$ cat src/rtl/sigma_pipe_pkg.sv
// sigma_pkg: shared constants for the sigma_pipe datapath.
// Mode encoding, reset configuration (SHA-256 big Sigma0) and the
// well-known SHA-2 amount/mode sets for use by benches and integrators.
package sigma_pkg;

  // Per-term mode encoding (bit i of the mode word selects term i's op).
  localparam logic SIGMA_ROTR = 1'b0;
  localparam logic SIGMA_SHR  = 1'b1;

  // Reset configuration: SHA-256 big Sigma0.
  localparam int unsigned SIGMA_RST_AMT0 = 32'd2;
  localparam int unsigned SIGMA_RST_AMT1 = 32'd13;
  localparam int unsigned SIGMA_RST_AMT2 = 32'd22;
  localparam logic [2:0]  SIGMA_RST_MODE = 3'b000;

  // SHA-256 amount sets {a0, a1, a2} and modes.
  localparam int unsigned SHA256_BSIG0_AMT [3] = '{32'd2,  32'd13, 32'd22};
  localparam int unsigned SHA256_BSIG1_AMT [3] = '{32'd6,  32'd11, 32'd25};
  localparam int unsigned SHA256_SSIG0_AMT [3] = '{32'd7,  32'd18, 32'd3};
  localparam int unsigned SHA256_SSIG1_AMT [3] = '{32'd17, 32'd19, 32'd10};

  // SHA-512 amount sets {a0, a1, a2}.
  localparam int unsigned SHA512_BSIG0_AMT [3] = '{32'd28, 32'd34, 32'd39};
  localparam int unsigned SHA512_BSIG1_AMT [3] = '{32'd14, 32'd18, 32'd41};
  localparam int unsigned SHA512_SSIG0_AMT [3] = '{32'd1,  32'd8,  32'd7};
  localparam int unsigned SHA512_SSIG1_AMT [3] = '{32'd19, 32'd61, 32'd6};

  // Big sigmas rotate on all three terms; small sigmas shift on term 2.
  localparam logic [2:0] SIGMA_MODE_BIG   = 3'b000;
  localparam logic [2:0] SIGMA_MODE_SMALL = 3'b100;

endpackage

$ cat src/rtl/sigma_pipe_term.sv
// sigma_term: one combinational sigma term, y = ROTR(x, amt) or SHR(x, amt).
// A zero rotate amount selects x directly so no shift by DATA_W is formed.
module sigma_term
  import sigma_pkg::*;
#(
  parameter int DATA_W = 32,
  parameter int AMT_W  = $clog2(DATA_W)
) (
  input  logic [DATA_W-1:0] x_i,
  input  logic [AMT_W-1:0]  amt_i,
  input  logic              mode_i,
  output logic [DATA_W-1:0] y_o
);

  localparam logic [AMT_W:0] WIDTH_C = (AMT_W + 1)'(DATA_W);

  logic [AMT_W:0]      inv_amt_s;
  logic [DATA_W-1:0]   shr_s;
  logic [DATA_W-1:0]   rotr_s;

  // Form both candidate results and pick one by mode.
  always_comb begin
    inv_amt_s = WIDTH_C - {1'b0, amt_i};
    shr_s     = x_i >> amt_i;
    if (amt_i == {AMT_W{1'b0}}) begin
      rotr_s = x_i;
    end else begin
      rotr_s = shr_s | (x_i << inv_amt_s);
    end
    if (mode_i == SIGMA_SHR) begin
      y_o = shr_s;
    end else begin
      y_o = rotr_s;
    end
  end

endmodule

$ cat src/rtl/sigma_pipe.sv
// sigma_pipe: 2-stage streaming sigma unit, out = T0(x) ^ T1(x) ^ T2(x).
// Stage 1 registers the three terms, stage 2 registers their XOR.
// Config (amounts/modes) is latched on `run` and applies to items
// accepted from the following cycle. Optional transfer counter is
// enabled with the macro SIGMA_PIPE_CNT_EN.
module sigma_pipe
  import sigma_pkg::*;
#(
  parameter int DATA_W = 32,
  parameter int AMT_W  = $clog2(DATA_W)
) (
  input  logic              clk,
  input  logic              rst,
  input  logic              run,
  input  logic [31:0]       constant_00,
  input  logic [31:0]       constant_01,
  input  logic [31:0]       constant_02,
  input  logic [31:0]       constant_03,
  input  logic              in0_valid,
  output logic              in0_ready,
  input  logic [DATA_W-1:0] in0,
  output logic              out0_valid,
  input  logic              out0_ready,
  output logic [DATA_W-1:0] out0,
  output logic              busy
`ifdef SIGMA_PIPE_CNT_EN
  ,
  output logic [31:0]       count
`endif
);

  // Configuration registers.
  logic [2:0][AMT_W-1:0] amt_q, amt_d;
  logic [2:0]            mode_q, mode_d;

  // Pipeline state.
  logic                   s1_valid_q, s1_valid_d;
  logic [2:0][DATA_W-1:0] term_q, term_d;
  logic                   s2_valid_q, s2_valid_d;
  logic [DATA_W-1:0]      out_q, out_d;

  // Combinational terms and handshake.
  logic [2:0][DATA_W-1:0] term_s;
  logic                   adv1_s;
  logic                   adv2_s;

  // Upper constant bits carry no meaning for this unit.
  logic unused_const_s;
  assign unused_const_s = ^{constant_00[31:AMT_W], constant_01[31:AMT_W],
                            constant_02[31:AMT_W], constant_03[31:3]};

  // Backpressure chain; in0_ready never looks at in0_valid.
  always_comb begin
    adv2_s    = !s2_valid_q || out0_ready;
    adv1_s    = !s1_valid_q || adv2_s;
    in0_ready = adv1_s;
  end

  // Next config: load from the constants on run, otherwise hold.
  always_comb begin
    amt_d  = amt_q;
    mode_d = mode_q;
    if (run) begin
      amt_d[0] = constant_00[AMT_W-1:0];
      amt_d[1] = constant_01[AMT_W-1:0];
      amt_d[2] = constant_02[AMT_W-1:0];
      mode_d   = constant_03[2:0];
    end else begin
      amt_d  = amt_q;
      mode_d = mode_q;
    end
  end

  // Config register; resets to SHA-256 big Sigma0.
  always_ff @(posedge clk or negedge rst) begin
    if (!rst) begin
      amt_q[0] <= AMT_W'(SIGMA_RST_AMT0);
      amt_q[1] <= AMT_W'(SIGMA_RST_AMT1);
      amt_q[2] <= AMT_W'(SIGMA_RST_AMT2);
      mode_q   <= SIGMA_RST_MODE;
    end else begin
      amt_q  <= amt_d;
      mode_q <= mode_d;
    end
  end

  // Three term generators fed from the current (pre-run) config.
  for (genvar gi = 0; gi < 3; gi++) begin : g_term
    sigma_term #(
      .DATA_W (DATA_W),
      .AMT_W  (AMT_W)
    ) u_term (
      .x_i    (in0),
      .amt_i  (amt_q[gi]),
      .mode_i (mode_q[gi]),
      .y_o    (term_s[gi])
    );
  end

  // Stage 1 next state: capture terms when advancing with a valid input.
  always_comb begin
    s1_valid_d = s1_valid_q;
    term_d     = term_q;
    if (adv1_s) begin
      s1_valid_d = in0_valid;
      if (in0_valid) begin
        term_d = term_s;
      end else begin
        term_d = term_q;
      end
    end else begin
      s1_valid_d = s1_valid_q;
      term_d     = term_q;
    end
  end

  // Stage 2 next state: fold terms when advancing with a valid stage 1.
  always_comb begin
    s2_valid_d = s2_valid_q;
    out_d      = out_q;
    if (adv2_s) begin
      s2_valid_d = s1_valid_q;
      if (s1_valid_q) begin
        out_d = term_q[0] ^ term_q[1] ^ term_q[2];
      end else begin
        out_d = out_q;
      end
    end else begin
      s2_valid_d = s2_valid_q;
      out_d      = out_q;
    end
  end

  // Pipeline registers; reset drops all in-flight items.
  always_ff @(posedge clk or negedge rst) begin
    if (!rst) begin
      s1_valid_q <= 1'b0;
      term_q     <= '0;
      s2_valid_q <= 1'b0;
      out_q      <= '0;
    end else begin
      s1_valid_q <= s1_valid_d;
      term_q     <= term_d;
      s2_valid_q <= s2_valid_d;
      out_q      <= out_d;
    end
  end

  // Output drive straight from stage-2 registers.
  always_comb begin
    out0_valid = s2_valid_q;
    out0       = out_q;
    busy       = s1_valid_q || s2_valid_q;
  end

`ifdef SIGMA_PIPE_CNT_EN
  logic [31:0] cnt_q, cnt_d;

  // Transfer counter next state: run clears, else saturating increment.
  always_comb begin
    cnt_d = cnt_q;
    if (run) begin
      cnt_d = 32'd0;
    end else if (s2_valid_q && out0_ready && (cnt_q != 32'hFFFF_FFFF)) begin
      cnt_d = cnt_q + 32'd1;
    end else begin
      cnt_d = cnt_q;
    end
  end

  // Transfer counter register.
  always_ff @(posedge clk or negedge rst) begin
    if (!rst) begin
      cnt_q <= 32'd0;
    end else begin
      cnt_q <= cnt_d;
    end
  end

  assign count = cnt_q;
`endif

endmodule
$ cat config.mk
export PLATFORM = sky130hd
export DESIGN_NAME = sigma_pipe
export DESIGN_NICKNAME = d
export VERILOG_FILES = /design/src/rtl/sigma_pipe_pkg.sv /design/src/rtl/sigma_pipe_term.sv /design/src/rtl/sigma_pipe.sv
export SDC_FILE = /design/constraint.sdc
export NUM_CORES = 1
export LEC_CHECK = 0
export BUFFER_PORTS_ARGS = -buffer_cell sky130_fd_sc_hd__buf_2
export CAP_MARGIN = 15
export CORE_MARGIN = 2
export CORE_UTILIZATION = 30
export CTS_CLUSTER_DIAMETER = 40
export DETAILED_ROUTE_END_ITERATION = 16
export GPL_TIMING_DRIVEN = 0
export PLACE_DENSITY = 0.52
export SKIP_LAST_GASP = 1
export SYNTH_ARGS = -nofsm -noshare
export SYNTH_HDL_FRONTEND = slang
export SYNTH_SLANG_ARGS = --single-unit
$ cat constraint.sdc
create_clock -name clk -period 6.65 [get_ports clk]
set_input_delay 1.33 -clock clk [delete_from_list [all_inputs] [get_ports clk]]
set_output_delay 1.33 -clock clk [all_outputs]
set_load 0.02 [all_outputs]
==> flow_metrics.tcl <==
set metrics [dict create \
    status "finished clean" \
    path_class "in -> reg" \
    io_pins 200 \
    synthFlopType "dfrtp_1" \
    end_kind "register" \
    post_cts_buffers 0 \
    r2r_start "amt_q[3]$_DFFE_PN0P_" \
    cts_resized 0 \
    viasPerCell 7.00 \
    wl_met1_um 49100 \
    finalClockSkew_ns 0.0202 \
    min_path_cells 2 \
    fillCellCount 6448 \
    final_hold_viol_count 0 \
    max_slew_margin_pct 9.98 \
    hpwl_um 96700 \
    synth_cells 2149 \
    ir_drop_mv 0.265 \
    std_cell_rows 90 \
    worstPathRequired_ns 7.01 \
    synth-edff-count 0 \
    synth_async_sr_flop_share_pct 100 \
    cts_max_path_buffers 2 \
    cts_hold_buf 0 \
    io_buffer_count 86 \
    die_w_um 251 \
    synthMuxAreaShare_pct 31.3 \
    synth_xor_area_share_pct 3.84 \
    postRouteAntennaNets 0 \
    synth_warnings 0 \
    tightestPinTransition_ns 1.35 \
    clkSinkCount 148 \
    synth_top_family_by_area "multiplexers" \
    routed_wirelength_um 128000 \
    fp.dieH_um 251 \
    powerDensity_nw_per_um2 290 \
    period_minus_slack_ns 5.28 \
    avgSynthCellArea_um2 8.53 \
    fin_crit_sh_pct 79.4 \
    clkSlewWorstSetupHoldPaths_ns 0.08 \
    layout.nets 2435 \
    fmax_mhz 189 \
    wl_per_cell_um 41.7 \
    num_vias 21400 \
    wl_met3_um 15200 \
    place.gp.congestion 1.06 \
    wl_met2_um 52600 \
    path_max_fanout 11 \
    drv_cap 0 \
    die_area_um2 63100 \
    crit_start "out0_ready" \
    cts_max_level 4 \
    p_leak_nw 7.90 \
    worstHoldStart "out0[17]$_DFFE_PN0P_" \
    worstRegToRegCells 10 \
    synth_compound_area_share_pct 21.4 \
    final_cell_mix "nand2_1 (278), o21ai_0 (190), nor2_1 (174), mux2i_1 (165), clkbuf_1 (164)" \
    floorplan.initialDensity_pct 30.4 \
    grt_max_degree 109 \
    layout_commonest_cell "nand2_1" \
    drc 0 \
    syn_to_final_growth_pct 11.6 \
    seq_area_frac_synth_pct 20.2 \
    grt_usage_pct 40.0 \
    synth-simple-area-share_pct 16.1 \
    synth_nets 2320 \
    cts_tree "yes" \
    hold_slack_ns 0.476 \
    arrival_ns 5.64 \
    grt_setup_unrepaired "no" \
    cts_buffers 17 \
    setup_tns_ns 0 \
    r2r_setup_slack_ns 1.38 \
    reg2reg_to "term_q[26]$_DFFE_PN0P_" \
    overflow 0 \
    grt_pass1_wl_um 174000 \
    maxUsedRoutingLayer "met5" \
    drive_above_1_share_pct 18.9 \
    yosysUniqueCellTypes 91 \
    hold_end "out0[17]$_DFFE_PN0P_" \
    yosys_register_bits 148 \
    antenna_found_initial 8 \
    cts-root-buf "clkbuf_16" \
    core_um2 60400 \
    slew_viol_final 0 \
    synth_fa_ha_area_share_pct 0.409 \
    setup_viol 0 \
    drtIter0Drc 3760 \
    syn_area_um2 18300 \
    insertion_delay_ns 0.53 \
    hp-class "reg -> reg" \
    first_global_vias 20500 \
    start_kind "input pin" \
    first_pass_iters 7 \
]
registers in the layout (all words and copies together), names as in the netlist:
register and count:
s1_valid_q 1, out0_valid 1, out0 32, amt_q 15, term_q 96, mode_q 3
worst max-delay path, cell delays in order:
cell and delay [ns]:
buf_2 0.08, and3b_1 0.33, nor2_1 0.69, clkbuf_1 0.76, clkbuf_1 1.04, clkbuf_1 0.91
o211ai_1 0.20, o21ai_0 0.14, o41ai_1 0.12
cell type report:
type / instances / area, um2 / area share (%)
diodes: 5 / 12.5 / 0.0611
plain buffers: 248 / 1140 / 5.56
clock buffers: 19 / 443 / 2.16
clock inverters: 13 / 138 / 0.672
inverters: 30 / 113 / 0.550
multi-input cells: 1723 / 13400 / 65.4
flip-flops and latches: 148 / 3710 / 18.1
well taps: 782 / 978 / 4.78
repair buffers: 96 / 558 / 2.73
cells in the mapped netlist (all sizes together) (21+ instances only):
library cell / n / area (um2)
o31ai: 21 / 163
buf: 85 / 526
clkbuf: 163 / 612
mux4: 143 / 3260
a211oi: 23 / 173
a22oi: 28 / 210
nand2: 279 / 1050
mux2i: 166 / 1670
o211ai: 22 / 165
a31oi: 31 / 194
a21oi: 101 / 505
o21ai: 196 / 981
mux2: 71 / 800
nor3: 48 / 257
dfrtp: 141 / 3530
nor2: 175 / 659
a221oi: 25 / 225
xor2: 35 / 314
nand3: 43 / 215
inv: 27 / 101
or3: 29 / 181
xnor2: 39 / 390
per-stage QoR:
step                      utilization, %  setup WS (ns)  total power [W]  cells  instance area, um2
after floorplan                        -           3.45          0.00330   2149               18300
after global placement              32.7          0.687          0.00472   3017               19700
after detailed placement            32.9           1.32          0.00471   3024               19800
after CTS                           33.8           1.69          0.00578   3056               20400
after global routing                33.9           1.54          0.00609   3060               20500
final                               33.9           1.37          0.00593   3064               20500
kinds of logic (layout without fill, tap and decap cells):
group	count (synthesis)	count (layout)
buf+inv	278	406
fa+ha+maj	6	6
flops	148	148
mux	380	380
xor+xnor	74	74
compound gates	601	601
simple gates	662	662
other cells	0	5
worst max path at each step:
stage                                         to  slack [ns]  cells after the start
after global routing      term_q[26]$_DFFE_PN0P_        1.54                     10
after detailed placement  term_q[63]$_DFFE_PN0P_        1.32                      9
final                     term_q[63]$_DFFE_PN0P_        1.37                      9
after CTS                 term_q[26]$_DFFE_PN0P_        1.69                     10
after global placement    term_q[25]$_DFFE_PN0P_        0.69                     11
after floorplan           term_q[56]$_DFFE_PN0P_        3.45                     13
power by group:
group	internal (W)	switching (W)
logic	0.00113	0.00227
registers	0.00117	0.000296
clock network	0.000538	0.000533
total	0.00283	0.00310
metal layers:
metal / global-route usage [%] / up-vias
met4: 27.4 / 6
met5: 0.695 / -
met1: 50.5 / 10700
met3: 12.8 / 504
met2: 57.8 / 1837
li1: - / 8374
(Power assumes the default switching activity.)
